## config.mk

```make
export PLATFORM = sky130hd
export DESIGN_NAME = ref_read_arbiter
export DESIGN_NICKNAME = d
export VERILOG_FILES = /design/src/rtl/ref_read_arbiter.sv
export SDC_FILE = /design/constraint.sdc
export NUM_CORES = 1
export LEC_CHECK = 0
export BUFFER_PORTS_ARGS = -buffer_cell sky130_fd_sc_hd__buf_4
export CORE_AREA = 2 2 492 494
export CTS_CLUSTER_SIZE = 40
export DETAILED_ROUTE_END_ITERATION = 10
export DIE_AREA = 0 0 494 496
export HOLD_SLACK_MARGIN = 0.15
export PLACE_DENSITY = 0.3
export SETUP_SLACK_MARGIN = 0.1
export SLEW_MARGIN = 20
export SYNTH_ARGS = -nofsm -noshare
export SYNTH_HDL_FRONTEND = slang
export SYNTH_SLANG_ARGS = --single-unit
```

## constraint.sdc

```tcl
create_clock -name clk -period 5.4 [get_ports clk]
set_input_delay 1.08 -clock clk [delete_from_list [all_inputs] [get_ports clk]]
set_output_delay 1.08 -clock clk [all_outputs]
set_load 0.1 [all_outputs]
```

## src/rtl/ref_read_arbiter.sv

```systemverilog
`default_nettype none
// ============================================================================
// Module   : ref_read_arbiter
// Purpose  : Round-robin arbiter that funnels NUM_REQ reference-reader burst
//            requests onto one DRAM read channel. It tracks up to OUTSTANDING
//            accepted bursts in an in-order tag FIFO and steers the returning
//            512-bit read data to the requester that owns the oldest burst.
// Ports    : clk, rst                  - clock, synchronous active-high reset
//            req_id/addr/len/valid_in  - per-requester burst requests
//            req_rdy_out               - one-hot request accept
//            req_data_out              - read data broadcast to all requesters
//            req_data_valid_out        - one-hot data valid (oldest burst owner)
//            req_data_rdy_in           - per-requester data accept
//            rd_id/addr/len_out, rd_info_valid_out, rd_info_rdy_in
//                                      - registered DRAM request channel
//            rd_data_in, rd_data_valid_in, rd_data_rdy_out
//                                      - DRAM read data channel
// Options  : REF_ARB_ID_TAG_EN - when defined, the top log2(NUM_REQ) bits of
//            rd_id_out carry the granted requester index.
// Revision : 1.0 - initial release
// ============================================================================
module ref_read_arbiter #(
    parameter int NUM_REQ     = 4,
    parameter int OUTSTANDING = 8
) (
    input  logic                  clk,
    input  logic                  rst,
    input  logic [6*NUM_REQ-1:0]  req_id_in,
    input  logic [32*NUM_REQ-1:0] req_addr_in,
    input  logic [8*NUM_REQ-1:0]  req_len_in,
    input  logic [NUM_REQ-1:0]    req_valid_in,
    output logic [NUM_REQ-1:0]    req_rdy_out,
    output logic [511:0]          req_data_out,
    output logic [NUM_REQ-1:0]    req_data_valid_out,
    input  logic [NUM_REQ-1:0]    req_data_rdy_in,
    output logic [5:0]            rd_id_out,
    output logic [31:0]           rd_addr_out,
    output logic [7:0]            rd_len_out,
    output logic                  rd_info_valid_out,
    input  logic                  rd_info_rdy_in,
    input  logic [511:0]          rd_data_in,
    input  logic                  rd_data_valid_in,
    output logic                  rd_data_rdy_out
);

    localparam int c_IDX_W = (NUM_REQ > 1) ? $clog2(NUM_REQ) : 1;
    localparam int c_PTR_W = (OUTSTANDING > 1) ? $clog2(OUTSTANDING) : 1;
    localparam int c_CNT_W = $clog2(OUTSTANDING + 1);
    localparam int c_TAG_W = c_IDX_W + 8;
    localparam logic [c_CNT_W-1:0] c_MAX_OUT = c_CNT_W'(OUTSTANDING);
    localparam logic [NUM_REQ-1:0] c_ONE     = NUM_REQ'(1);

    // Per-requester views of the flattened request buses
    logic [5:0]  w_id   [NUM_REQ];
    logic [31:0] w_addr [NUM_REQ];
    logic [7:0]  w_len  [NUM_REQ];

    for (genvar i = 0; i < NUM_REQ; i++) begin : g_unpack
        assign w_id[i]   = req_id_in[6*i +: 6];
        assign w_addr[i] = req_addr_in[32*i +: 32];
        assign w_len[i]  = req_len_in[8*i +: 8];
    end

    logic [c_IDX_W-1:0] r_ptr;
    logic [c_CNT_W-1:0] r_count;
    logic [c_PTR_W-1:0] r_wr_ptr;
    logic [c_PTR_W-1:0] r_rd_ptr;
    logic [7:0]         r_beat_cnt;
    logic [c_TAG_W-1:0] r_fifo [OUTSTANDING];

    logic [c_IDX_W-1:0] w_grant;
    logic               w_load;
    logic [7:0]         w_len_sel;
    logic [7:0]         w_beats;
    logic [5:0]         w_id_next;
    logic               w_nonempty;
    logic [c_IDX_W-1:0] w_head_idx;
    logic [7:0]         w_head_beats;
    logic               w_beat;
    logic               w_pop;

    // Round-robin search: first valid requester at or after r_ptr, wrapping.
    // NUM_REQ is a power of two, so the index addition wraps naturally.
    always_comb begin
        logic               v_found;
        logic [c_IDX_W-1:0] v_cand;
        v_found = 1'b0;
        v_cand  = '0;
        w_grant = '0;
        for (int k = 0; k < NUM_REQ; k++) begin
            v_cand = r_ptr + c_IDX_W'(k);
            if (!v_found && req_valid_in[v_cand]) begin
                v_found = 1'b1;
                w_grant = v_cand;
            end
        end
    end

    assign w_load = (!rd_info_valid_out || rd_info_rdy_in) && (|req_valid_in)
                    && (r_count < c_MAX_OUT);
    assign req_rdy_out = w_load ? (c_ONE << w_grant) : '0;

    // Two 256-bit blocks per 512-bit beat; a zero length still costs one beat
    assign w_len_sel = w_len[w_grant];
    assign w_beats   = (w_len_sel == 8'd0) ? 8'd1
                       : 8'(({1'b0, w_len_sel} + 9'd1) >> 1);

`ifdef REF_ARB_ID_TAG_EN
    assign w_id_next = {w_grant, w_id[w_grant][5-c_IDX_W:0]};
`else
    assign w_id_next = w_id[w_grant];
`endif

    // DRAM request register: loads on grant, otherwise holds until accepted
    always_ff @(posedge clk) begin
        if (rst) begin
            rd_info_valid_out <= 1'b0;
            rd_id_out         <= '0;
            rd_addr_out       <= '0;
            rd_len_out        <= '0;
            r_ptr             <= '0;
        end else if (w_load) begin
            rd_info_valid_out <= 1'b1;
            rd_id_out         <= w_id_next;
            rd_addr_out       <= w_addr[w_grant];
            rd_len_out        <= w_len_sel;
            r_ptr             <= w_grant + c_IDX_W'(1);
        end else if (rd_info_rdy_in) begin
            rd_info_valid_out <= 1'b0;
        end
    end

    // Tag FIFO storage; validity is tracked by the pointers and r_count
    always_ff @(posedge clk) begin
        if (w_load) begin
            r_fifo[r_wr_ptr] <= {w_grant, w_beats};
        end
    end

    assign w_nonempty   = (r_count != '0);
    assign w_head_idx   = r_fifo[r_rd_ptr][c_TAG_W-1:8];
    assign w_head_beats = r_fifo[r_rd_ptr][7:0];

    // With nothing outstanding, DRAM data has no owner and is held off
    assign rd_data_rdy_out    = w_nonempty && req_data_rdy_in[w_head_idx];
    assign req_data_out       = w_nonempty ? rd_data_in : '0;
    assign req_data_valid_out = (w_nonempty && rd_data_valid_in) ? (c_ONE << w_head_idx) : '0;

    assign w_beat = rd_data_valid_in && rd_data_rdy_out;
    assign w_pop  = w_beat && (({1'b0, r_beat_cnt} + 9'd1) == {1'b0, w_head_beats});

    always_ff @(posedge clk) begin
        if (rst) begin
            r_count    <= '0;
            r_wr_ptr   <= '0;
            r_rd_ptr   <= '0;
            r_beat_cnt <= '0;
        end else begin
            if (w_load) begin
                r_wr_ptr <= r_wr_ptr + c_PTR_W'(1);
            end
            if (w_pop) begin
                r_rd_ptr <= r_rd_ptr + c_PTR_W'(1);
            end
            if (w_load && !w_pop) begin
                r_count <= r_count + c_CNT_W'(1);
            end else if (!w_load && w_pop) begin
                r_count <= r_count - c_CNT_W'(1);
            end
            if (w_pop) begin
                r_beat_cnt <= '0;
            end else if (w_beat) begin
                r_beat_cnt <= r_beat_cnt + 8'd1;
            end
        end
    end

endmodule
`default_nettype wire

```

After elaboration in Yosys (flattened, before gate mapping):

Memory sizes are Yosys's and may differ from the RTL's. A register that Yosys moved wholly into a read port is not among the register bits.
Cells that the tools add are included.

* reduce and logical (&&, ||, !) cells: 24
* bitwise operators: 1
* order comparisons: 7
* shifts and indexed selects: 2
* $add $sub $neg: 11
* eq/ne operators: 1
* mux-type cells: 38

Operators by type and width (number)
* $mux W512: 1
* $bmux W32 S2: 1
* $mux W32: 2
* $mux W8: 3
* $add A8 B1 Y9 const B: 2
* $bmux W8 S2: 1
* $mux W4: 4
* $lt A2 B3 Y1 const B: 5
* $bmux W6 S2: 1
* $mux W1: 12
* $mux W6: 2
* $logic_and A1 B1 Y1: 11
* $bmux W1 S2: 5
* $eq A9 B8 Y1: 1
* $add A8 B1 Y8 const B: 1
* $logic_not A8 Y1: 1
* $mux W2: 4
* $shl A1 B2 Y4 const A: 2
* $add A3 B1 Y3 const B: 2
* $logic_not A1 Y1: 6
* $mux W3: 2
* $add A2 B1 Y2 const B: 2
* $add A2 B2 Y2 const B: 2
* $add A4 B1 Y4 const B: 1
* other kinds (9): 10

* memories: 1
* word-level logic and storage cells: 94
* bits of input ports: 708
* bits in writable memories: 80
* flip-flop bits (word level): 67

Memories
* r_fifo: depth 8, bits a word 10, read ports 1, clocked after Yosys merged registers in 1, wr ports 1, line 69 `logic [c_TAG_W-1:0] r_fifo [OUTSTANDING];`

Longest topological paths before layout:

Gate-level depths: netlist (run 1).

* word-level depth: 18
* gate-level depth with buffers: 20
* gate-level depth less buffers: 17

Worst setup path after synthesis (run 1):

No wires, ideal clock.

* kind: in2out
* from: input port req_valid_in[0]
* to: output port req_rdy_out[3]
* arrival: 3.420 ns
* stages: 8
* path slack: 0.900 ns
* cell sequence: a211oi_1 -> o32a_1 -> buf_2 -> clkbuf_1 -> clkbuf_1 -> buf_2 -> ha_1 -> and2_1

* word-level cells in the longest chain between the ends: 14
* elaborated cells on any way between the ends: 26

Ends and longest elaborated chain
* start, declared: line 31 `input logic [NUM_REQ-1:0] req_valid_in,`
* $bmux W1 S2: line 92 `if (!v_found && req_valid_in[v_cand]) begin`
* $mux W1 (implied by the code): line 92
* $mux W1: line 92
* $logic_not A1 Y1: line 92
* $logic_and A1 B1 Y1: line 92
* $mux W1: line 92
* $logic_not A1 Y1: line 92
* $logic_and A1 B1 Y1: line 92
* $mux W1: line 92
* $logic_not A1 Y1: line 92
* $logic_and A1 B1 Y1: line 92
* $mux W2 *: line 92
* via w_grant[1]: line 71 `logic [c_IDX_W-1:0] w_grant;`
* $shl A1 B2 Y4 *: line 101 `assign req_rdy_out = w_load ? (c_ONE << w_grant) : '0;`
* $mux W4 *: line 101
* end, declared: line 32 `output logic [NUM_REQ-1:0] req_rdy_out,`

Mark *: on every way through the listed nets, which the timed path passes. The rest lies on a longest branch. The select of a mux whose other input is x is not followed.

Worst setup path after layout (run 1):

* from: input port req_valid_in[0]
* to: output port req_rdy_out[0]

* word-level cells in the longest chain between the ends: 14
* elaborated cells on any way between the ends: 26

Ends and longest elaborated chain (line)
* $bmux W1 S2: 92
* $mux W1 (implied by the code): 92
* $mux W1: 92
* $logic_not A1 Y1: 92
* $logic_and A1 B1 Y1: 92
* $mux W1: 92
* $logic_not A1 Y1: 92
* $logic_and A1 B1 Y1: 92
* $mux W1: 92
* $logic_not A1 Y1: 92
* $logic_and A1 B1 Y1: 92
* $mux W2: 92
* $shl A1 B2 Y4: 101
* $mux W4 *: 101

Mark *: on every way between the ends. The rest lies on a longest branch, timed or not. The select of a mux whose other input is x is not followed.

==> impl_metrics.csv, run 1 <==
group,metric,value,unit
global_route,grt_pass1_vias,15300,
drt,postRouteWirelength,184000,um
critical_path,end_kind,"output port",
critical_path,reg2reg_slack,1390,ps
yosys,synth.ff_latch_count,150,
clocking,clk_pin_slew_worst_paths,90,ps
drt,wire_per_inst,31.8,um
critical_path,slowest_stage,"sky130_fd_sc_hd__o32a_2",
yosys,syn-num-nets,2079,
yosys,synth_async_sr_flop_share,0,%
drt,initialDrtViolationCount,704,
global_route,wire_length_of_the_first_global_routing_pass,216000,um
final_layout,flow.area_growth_from_synthesis,126,%
place,dp.final_hpwl,169000,um
sta,max_freq,236,MHz
drt,detail_route.vias_per_cell,2.67,
critical_path,timing_worst_setup_path_type,"in -> out",
die,dieHeight,496,um
clocking,numCtsBuffers,17,
drt,vias,15400,
critical_path,crit_arrival,3170,ps
run,maxCapViolCount,0,
sta,grt_setup_unrepaired,"no",
drt,route.detailed.drc,0,
die,fp.dieW,494,um
final_layout,final_layout_size_suffix_gt1_share,53.6,%
critical_path,start_kind,"primary input",
critical_path,worst_ep_required_time,4320,ps
drt,dr.pass1.iters,5,
global_route,grt_antenna_before_repair,103,
place,gp_congestion,0.879,
critical_path,critical-path-max-stage-delay,800,ps
critical_path,timing.critical_path.fanout_max,37,
clocking,cts.hold.buffers_added,0,
place,port-buffer-count,1275,
sta,tightest_slew,922,ps
yosys,synthDistinctLibCells,59,
drt,antenna_nets_post_route,0,
yosys,cell_area_after_synthesis,11200,um2
sta,skew,28.2,ps
global_route,globalRouteTotalUtil,14.2,%
sta,maxSlewViolCount,0,
die,boundaryPins,1276,
yosys,synth-warning-count,0,
clocking,cts.htree.levels,4,
global_route,grt.overflow.total,0,
sta,layout_min_cycle_time,4250,ps
clocking,numClockSinks,150,
clocking,post-cts-setup-buffers,0,
final_layout,final_nets,3287,
sta,timing.final.crit_share,78.6,%
yosys,syn_inst,1358,
run_status,run_status,"complete, no violations",
critical_path,r2r_end,"r_count[3]",
sta,max-slew-margin-rel,38.5,%
yosys,syn_area_per_cell,8.23,um2
sta,finalHoldViolations,0,
die,rows,180,
clocking,cts_resized,0,
clocking,clkLatencyLatePin,490,ps
die,effective_utilization_at_floorplan,4.66,%
sta,finalSetupViolations,0,
hold_path,min_path_cells,2,
yosys,synth_seq_area_share,34.0,%
yosys,synth_top_flop_cell,"sky130_fd_sc_hd__edfxtp_1",
clocking,cts_tree,"done",
sta,fin_tns_setup,0,ps
yosys,edff_count_synth,80,
clocking,root_buffer,"sky130_fd_sc_hd__clkbuf_16",
die,core-area,240000,um2
critical_path,r2r_cells,16,
clocking,cts_max_path_buffers,2,
hold_path,holdCritPathClass,"reg -> reg",
hold_path,holdPathEnd,"rd_len_out[7]",
hold_path,worst_hold_startpoint,"rd_len_out[7]",
critical_path,worstPathCellList,"buf_4 > a211oi_1 > o32a_2 > inv_2 > ha_1 > and2_1 > buf_4",
critical_path,critical-path-top-cell-by-count,"sky130_fd_sc_hd__buf_4",
die,floorplan.die_area,245000,um2
global_route,grt_start_max_net_pins,129,
[critical path, delay by kind of cell]
kind | cells | cell delay, ps
AO/OA/AOI/OAI | 2 | 1040
adder cells (fa/ha/maj) | 1 | 270
buffers and inverters | 3 | 630
AND/OR/NAND/NOR | 1 | 130
[synthesized netlist by cell type, drive strengths merged, types with 4 or more instances]
| cell | count | area share (%) |
|---|---|---|
| a21oi | 56 | 2.5 |
| a311oi | 38 | 3.0 |
| a31oi | 4 | 0.22 |
| and2 | 519 | 29 |
| and3 | 41 | 2.3 |
| buf | 17 | 0.90 |
| clkbuf | 97 | 3.3 |
| dfxtp | 70 | 13 |
| edfxtp | 80 | 21 |
| ha | 12 | 1.3 |
| inv | 13 | 0.44 |
| mux2 | 14 | 1.4 |
| mux2i | 32 | 3.1 |
| mux4 | 17 | 3.4 |
| nand2 | 183 | 6.1 |
| nand2b | 4 | 0.22 |
| nand3 | 9 | 0.45 |
| nand3b | 4 | 0.27 |
| nor2 | 71 | 2.4 |
| nor2b | 6 | 0.34 |
| nor3 | 7 | 0.41 |
| nor4 | 4 | 0.36 |
| or4 | 4 | 0.27 |
| xnor2 | 13 | 1.0 |
| xor2 | 10 | 0.78 |
[layout by cell type (no fill, tap or decap), types with 3 or more instances in the layout]
cell type / instances
sky130_fd_sc_hd__or3_1: 3
sky130_fd_sc_hd__diode_2: 21
sky130_fd_sc_hd__buf_12: 5
sky130_fd_sc_hd__a21oi_1: 55
sky130_fd_sc_hd__nand3_1: 8
sky130_fd_sc_hd__buf_4: 1296
sky130_fd_sc_hd__nand2b_1: 3
sky130_fd_sc_hd__or4_1: 3
sky130_fd_sc_hd__nor2b_1: 6
sky130_fd_sc_hd__and3_1: 41
sky130_fd_sc_hd__a311oi_1: 38
sky130_fd_sc_hd__dfxtp_1: 70
sky130_fd_sc_hd__mux2i_1: 29
sky130_fd_sc_hd__nor4_1: 3
sky130_fd_sc_hd__nand3b_1: 4
sky130_fd_sc_hd__inv_1: 11
sky130_fd_sc_hd__nor3_1: 4
sky130_fd_sc_hd__and2_1: 519
sky130_fd_sc_hd__edfxtp_1: 80
sky130_fd_sc_hd__clkbuf_16: 17
sky130_fd_sc_hd__xnor2_1: 13
sky130_fd_sc_hd__mux2_2: 11
sky130_fd_sc_hd__nor2_1: 71
sky130_fd_sc_hd__o22ai_1: 3
sky130_fd_sc_hd__xor2_1: 10
sky130_fd_sc_hd__ha_1: 12
sky130_fd_sc_hd__mux2_1: 3
sky130_fd_sc_hd__a31oi_1: 4
sky130_fd_sc_hd__inv_8: 4
sky130_fd_sc_hd__nand2_1: 183
sky130_fd_sc_hd__clkinv_8: 6
sky130_fd_sc_hd__mux4_2: 17
[final cells by class]
cell class / instances / area, um2
Inverter: 13 / 48.8
Clock buffer: 17 / 425
Sequential cell: 150 / 3800
Timing Repair Buffer: 1303 / 9850
Tap cell: 3185 / 3990
Multi-Input combinational cell: 1081 / 6940
Antenna cell: 21 / 52.6
Fill cell: 28000 / 214000
Clock inverter: 15 / 183
[registers in the layout, indices dropped and copies added, names as in the netlist, named ones only]
signal and cells:
r_beat_cnt 8, r_count 4, r_fifo 80, r_ptr 2, r_rd_ptr 3, r_wr_ptr 3, rd_addr_out 32, rd_id_out 6
rd_info_valid_out 1, rd_len_out 8
[metrics by stage]
stage	hold WS (ps)	utilization, %	worst slack [ps]	area, um2	cells
final	464	10.6	1150	25300	5785
after global routing	483	10.5	997	25200	5767
after CTS	465	10.5	1110	25200	5764
after detailed placement	453	10.3	1130	24600	5732
after global placement	450	10.3	1170	24600	5730
after floorplan	458	-	900	11200	1358
[how the worst max path moves through the flow]
stage	slack, ps	startpoint	depth (start not counted)	to
6_report	1150	req_valid_in[0]	7	req_rdy_out[0]
5_1_grt	1000	req_valid_in[0]	7	req_rdy_out[0]
4_1_cts	1110	r_count[3]	5	req_data_out[369]
3_5_place_dp	1130	req_valid_in[0]	11	r_fifo[3][5]
3_3_place_gp	1170	req_valid_in[0]	12	r_fifo[4][5]
2_1_floorplan	900	req_valid_in[0]	8	req_rdy_out[3]
[metal layers]
metal	global-route usage, %	vias to the layer above	part of all wire [%]
li1	-	6931	-
met1	17.0	7365	41
met2	24.1	915	48
met3	5.20	195	8.2
met4	2.98	34	2.1
met5	0	-	0.11
[cell families (layout without fill, tap and decap cells)]
group	Yosys count	after routing	share of synthesized area [%]
compound gates	115	115	6.87
xor+xnor	23	23	1.80
fa+ha+maj	13	13	1.52
buf+inv	127	1348	4.59
flops	150	150	34.0
mux	63	63	7.96
other cells	0	21	0
simple gates	867	867	43.2
Power of run 1 is left out: the tool's default activity adds up to more than one toggle a clock period on the data nets, which glitch-free logic cannot reach.
==> run 2, diff against run 1 <==
clock period = 3.5 ns   (was 5.4 ns; I/O delays follow)
==> impl_metrics.csv, run 2 (synthesized netlist as in run 1, its figures left out) <==
group,metric,value,unit
clocking,numClockSinks,150,
sta,finalSetupViolations,1,
critical_path,timing.critical_path.fanout_max,8,
sta,maxSlewViolCount,0,
sta,timing.final.crit_share,101,%
run,maxCapViolCount,0,
drt,detail_route.vias_per_cell,2.73,
drt,routed.top_layer,"met5",
sta,fin_tns_setup,-38.4,ps
clocking,cts_max_path_buffers,2,
die,core-area,240000,um2
final_layout,final_layout_size_suffix_gt1_share,57.8,%
final_layout,commonest_non_fill_non_tap_cell_in_the_layout,"sky130_fd_sc_hd__buf_4",
sta,skew,14.0,ps
global_route,globalRouteTotalUtil,15.9,%
critical_path,crit_arrival,3930,ps
die,rows,180,
die,floorplan.die_area,245000,um2
place,gp_congestion,0.889,
final_layout,final_nets,3396,
clocking,numCtsBuffers,17,
critical_path,critical-path-max-stage-delay,490,ps
critical_path,worst_ep_required_time,3890,ps
die,boundaryPins,1276,
drt,initialDrtViolationCount,751,
drt,dr.pass1.iters,5,
final_layout,final_cell_area,27200,um2
place,port-buffer-count,1275,
drt,met3_length,20900,um
pwr,internal_power,0.0106,W
clocking,clkLatencyLatePin,470,ps
global_route,wire_length_of_the_first_global_routing_pass,238000,um
place,dp.final_hpwl,187000,um
place,dp.cells,5823,
die,dieHeight,496,um
sta,tightest_slew,755,ps
final_layout,largest_register_ffs,80,
die,effective_utilization_at_floorplan,4.66,%
pwr,power.density,1420,nW/um2
run_status,violations,"setup timing",
pwr,netSwitchingFraction,72.6,%
critical_path,end_kind,"flop",
sta,grt_setup_unrepaired,"yes",
pwr,p_sw,0.0281,W
final_layout,commonest_non_fill_non_tap_cells_in_the_layout,"sky130_fd_sc_hd__buf_4, sky130_fd_sc_hd__and2_1, sky130_fd_sc_hd__nand2_1",
drt,routed_length_on_met2,96600,um
critical_path,timing_worst_setup_path_type,"reg -> reg",
drt,postRouteWirelength,205000,um
critical_path,slowest_stage,"sky130_fd_sc_hd__mux4_2",
pwr,power_leakage,11.8,nW
drt,vias,16200,
sta,max-slew-margin-rel,49.3,%
pwr,share_of_total_power_in_combinational_logic,88.2,%
pwr,seq_power_share,6.7,%
final_layout,final_core_utilization,11.3,%
die,fp.dieW,494,um
clocking,root_buffer,"sky130_fd_sc_hd__clkbuf_16",
drt,antenna_nets_post_route,0,
global_route,grt_start_max_net_pins,143,
clocking,cts_tree,"done",
final_layout,flow.area_growth_from_synthesis,143,%
pwr,clock_network_fraction_of_design_power,5.0,%
drt,route.detailed.drc,0,
sta,fin_worst_hold_slack,494,ps
drt,wire_per_inst,34.7,um
clocking,clk_pin_slew_worst_paths,70,ps
final_layout,largest-register,"r_fifo",
sta,finalHoldViolations,0,
hold_path,holdCritPathClass,"reg -> reg",
place,placedInstanceArea,25900,um2
clocking,cts.htree.levels,4,
final_layout,final_cells,5915,
drt,detail_route.wirelength.met1,81100,um
final_layout,largestRegisters,"r_fifo: 80 flops, rd_addr_out: 32 flops",
pwr,worst_ir_drop_vdd,643,uV
sta,layout_min_cycle_time,3540,ps
critical_path,worstPathCellList,"buf_12 > mux4_2 > mux2i_1 > xor2_1 > nand2_1 > nor4_4 > and2_1 > inv_2 > ha_4 > inv_4 > ha_4 > a21o_1 > a21oi_2 > xnor2_1 > or3_1 > a21oi_1",
critical_path,critical-path-top-cell-by-count,"sky130_fd_sc_hd__ha_4",
critical_path,start_kind,"flop",
global_route,grt_antenna_before_repair,166,
global_route,grt_pass1_vias,16400,
sta,setup_ws,-38.4,ps
run_status,run_status,"finished, violations left",
global_route,grt.overflow.total,0,
sta,max_freq,283,MHz
-- run 2: stage by stage --
| step | setup slack (ps) | total power (W) |
|---|---|---|
| final | -38.4 | 0.0387 |
| after global routing | -161 | 0.0399 |
| after CTS | -56.5 | 0.0388 |
| after detailed placement | -313 | 0.0364 |
| after global placement | -376 | 0.0365 |
| after floorplan | -145 | 0.0250 |
-- run 2: final timing paths --
path	start	to	slack (ps)	cells past startpoint
worst max register to register	flop	r_count[3]	-40	16
worst min-delay path	rd_addr_out[17]	rd_addr_out[17]	490	2
worst min register to register	rd_addr_out[17]	rd_addr_out[17]	490	2
worst max-delay path	flop	r_count[3]	-40	16
-- run 2: worst max-delay path: cells and delay by family (launching register included) --
family,cells,cell delay [ps]
AND/OR/NAND/NOR,4,950
multiplexers,2,800
AO/OA/AOI/OAI,3,420
flip-flops,1,370
adder cells (fa/ha/maj),2,350
XOR/XNOR,2,310
buffers and inverters,3,260
-- run 2: area by class of cell --
| type | count | area, um2 |
|---|---|---|
| fill | 28000 | 212000 |
| timing repair buffer | 1412 | 11500 |
| multi-input combinational | 1081 | 7140 |
| tap | 3185 | 3990 |
| sequential | 150 | 3810 |
| clock buffer | 18 | 429 |
| clock inverter | 14 | 165 |
| antenna | 42 | 105 |
| inverter | 13 | 51.3 |
-- run 2: per-layer routing --
layer,vias to the layer above,global-route usage (%)
li1,7169,-
met1,7598,18.2
met2,991,26.2
met3,311,7.47
met4,84,4.70
met5,-,0
-- run 2: timing repair --
| item | 4_1_cts | 5_1_grt |
|---|---|---|
| gates resized for setup | 47 | 86 |
| cloned | 1 | 3 |
| buffers inserted | 7 | 7 |
| hold buffers | 0 | 0 |
| pin swaps | 7 | 14 |
| endpoints found under the setup margin | 78 | 58 |
-- run 2: power groups by stage --
stage / Combinational, W / Sequential (W) / Clock [W]
3_3_place_gp: 0.0338 / 0.00263 / 0
2_1_floorplan: 0.0212 / 0.00385 / 0
5_1_grt: 0.0351 / 0.00265 / 0.00210
6_report: 0.0341 / 0.00260 / 0.00195
3_5_place_dp: 0.0337 / 0.00264 / 0
4_1_cts: 0.0341 / 0.00261 / 0.00206
Note: power is estimated with default switching activity, not from simulation.
==> run 3, diff against run 2 <==
ABC_AREA = 1   (was unset)
CORE_AREA = 2 2 502 504   (was 2 2 492 494)
CTS_BUF_LIST = sky130_fd_sc_hd__clkbuf_4 sky130_fd_sc_hd__clkbuf_8   (was unset)
DIE_AREA = 0 0 504 506   (was 0 0 494 496)
GPL_ROUTABILITY_DRIVEN = 0   (was unset)
==> impl_metrics.csv, run 3 <==
group,metric,value,unit
run_status,run_status,"complete, no violations",
global_route,grt.overflow.total,0,
final_layout,commonest_non_fill_non_tap_cell_in_the_layout,"sky130_fd_sc_hd__buf_4",
run,maxCapViolCount,0,
sta,skew,32.8,ps
yosys,cell_area_after_synthesis,12400,um2
sta,max_freq,292,MHz
clocking,clkLatencyLatePin,560,ps
yosys,yosysTopAreaCellShare,20.2,%
yosys,syn_area_per_cell,5.80,um2
sta,timing.final.crit_share,97.9,%
clocking,numClockSinks,150,
drt,wire_per_inst,31.8,um
critical_path,timing_worst_setup_path_type,"reg -> out",
drt,antenna_nets_post_route,0,
sta,finalSetupViolations,0,
critical_path,worst_ep_required_time,2800,ps
drt,dr.pass1.iters,7,
clocking,cts_tree,"done",
drt,initialDrtViolationCount,1338,
sta,finalHoldViolations,0,
clocking,clk_pin_slew_worst_paths,120,ps
final_layout,commonest_non_fill_non_tap_cells_in_the_layout,"sky130_fd_sc_hd__buf_4, sky130_fd_sc_hd__nor2_1, sky130_fd_sc_hd__inv_1",
sta,layout_min_cycle_time,3430,ps
critical_path,end_kind,"output port",
yosys,yosys.cell_count.top_type,"sky130_fd_sc_hd__nor2_1",
yosys,synthDistinctLibCells,42,
critical_path,r2r_cells,23,
yosys,yosys-top-cells-count,"sky130_fd_sc_hd__nor2_1, sky130_fd_sc_hd__inv_1, sky130_fd_sc_hd__nand2_1",
yosys,synthDominantAreaCellType,"sky130_fd_sc_hd__nor2_1",
sta,grt_setup_unrepaired,"yes",
global_route,grt_start_max_net_pins,96,
critical_path,reg2reg_slack,320,ps
critical_path,start_kind,"flop",
die,floorplan.die_area,255000,um2
critical_path,timing.critical_path.fanout_max,95,
die,boundaryPins,1276,
sta,fin_worst_hold_slack,429,ps
yosys,edff_count_synth,80,
yosys,syn-num-nets,2857,
drt,postRouteWirelength,216000,um
die,dieHeight,506,um
final_layout,final_layout_size_suffix_gt1_share,42.9,%
critical_path,r2r_end,"r_count[3]",
clocking,numCtsBuffers,17,
yosys,synth.ff_latch_count,150,
critical_path,crit_arrival,2730,ps
global_route,grt_pass1_vias,19300,
yosys,synth_top_cells_by_area,"sky130_fd_sc_hd__nor2_1, sky130_fd_sc_hd__edfxtp_1, sky130_fd_sc_hd__inv_1, sky130_fd_sc_hd__dfxtp_1, sky130_fd_sc_hd__o21ai_0",
final_layout,final_nets,4128,
final_layout,register_area,3810,um2
clocking,root_buffer,"sky130_fd_sc_hd__clkbuf_8",
yosys,synth-warning-count,0,
final_layout,flow.area_growth_from_synthesis,119,%
yosys,synth_async_sr_flop_share,0,%
sta,max-slew-margin-rel,49.5,%
global_route,globalRouteTotalUtil,16.2,%
drt,detail_route.vias_per_cell,2.94,
drt,route.detailed.drc,0,
yosys,synth_seq_area_share,30.7,%
sta,tightest_slew,757,ps
final_layout,largest_register_ffs,80,
critical_path,crit_end,"req_data_out[266]",
critical_path,worst_setup_path_startpoint,"r_count[0]",
hold_path,holdCritPathClass,"in -> reg",
drt,vias,20000,
die,core-area,250000,um2
final_layout,largest-register,"r_fifo",
global_route,grt_antenna_before_repair,182,
yosys,syn_inst,2136,
yosys,synth_top_flop_cell,"sky130_fd_sc_hd__edfxtp_1",
place,port-buffer-count,1275,
die,rows,184,
die,effective_utilization_at_floorplan,4.95,%
sta,maxSlewViolCount,0,
die,fp.dieW,504,um
place,dp.cells,6726,
clocking,cts.htree.levels,4,
clocking,cts_max_path_buffers,2,
final_layout,fillCellCount,29800,
final_layout,multiInputGateArea,5760,um2
place,dp.final_hpwl,200000,um
final_layout,largestRegisters,"r_fifo: 80 flops, rd_addr_out: 32 flops",
global_route,wire_length_of_the_first_global_routing_pass,257000,um
final_layout,final_cells,6807,
## run 3: cell types whose count changed after synthesis, moves of 41 or more
cell	previous run	this run
sky130_fd_sc_hd__o21bai_1	0	41
sky130_fd_sc_hd__nor2_1	71	665
sky130_fd_sc_hd__and2_1	519	0
sky130_fd_sc_hd__nand3_1	8	50
sky130_fd_sc_hd__inv_1	12	626
sky130_fd_sc_hd__o21ai_0	1	140
## run 3: cells by family (layout without fill, tap and decap cells)
kind of cell,after synthesis,count (layout),share of synthesized area (%)
AOI/OAI and AO/OA,283,283,13.2
xor gates and xnor gates,12,12,0.849
adders and majority gates,13,13,1.37
buffers and inverters,754,2038,23.9
DFF,150,150,30.7
other,0,39,0
and+or+nand+nor,924,924,30.0
## run 3: worst min-delay path by stage
stage	from	end	slack [ps]	cells past startpoint
after detailed placement	r_beat_cnt[3]	r_beat_cnt[3]	480	2
after CTS	rd_info_rdy_in	rd_info_valid_out	350	4
after floorplan	r_beat_cnt[3]	r_beat_cnt[3]	450	2
final	rd_info_rdy_in	rd_info_valid_out	430	4
after global placement	r_beat_cnt[1]	r_beat_cnt[1]	470	2
after global routing	rst	rd_info_valid_out	390	2
## run 3: final cells by class
class	instances	area share (%)
Timing Repair Buffer	1370	38.7
Multi-Input combinational cell	1232	21.2
Tap cell	3348	15.4
Sequential cell	150	14.0
Inverter	636	8.84
Clock buffer	18	0.912
Clock inverter	14	0.498
Antenna cell	39	0.359
## run 3: stage by stage
stage	setup TNS [ps]	utilization, %	instance area, um2	worst slack (ps)
final	0	10.9	27200	74.4
after global routing	0	10.8	27100	49.6
after CTS	0	10.8	26900	47.9
after detailed placement	-14.6	10.6	26400	-14.6
after global placement	0	10.6	26400	21.3
after floorplan	-1210	-	12400	-308
## run 3: repair_timing
action	CTS	global route
setup buffers	3	6
pin swaps	1	7
resized for setup	19	28
gates cloned	0	1
hold buffers	0	0
setup endpoints to repair	207	11
## run 3: critical path, stage by stage (launching register included)
cell                      delay [ps]
sky130_fd_sc_hd__dfxtp_1         490
sky130_fd_sc_hd__nor4_4          100
sky130_fd_sc_hd__buf_12          170
sky130_fd_sc_hd__buf_16          250
sky130_fd_sc_hd__nor2_1          600
sky130_fd_sc_hd__buf_4           410
## run 3: layer usage
metal	wire length [um]	global-route usage, %	vias to the layer above
li1	-	-	8796
met1	81100	17.5	9483
met2	101000	26.8	1313
met3	29500	10.4	329
met4	4300	2.99	74
met5	583	0.667	-
Power of run 3 is left out for the same reason.
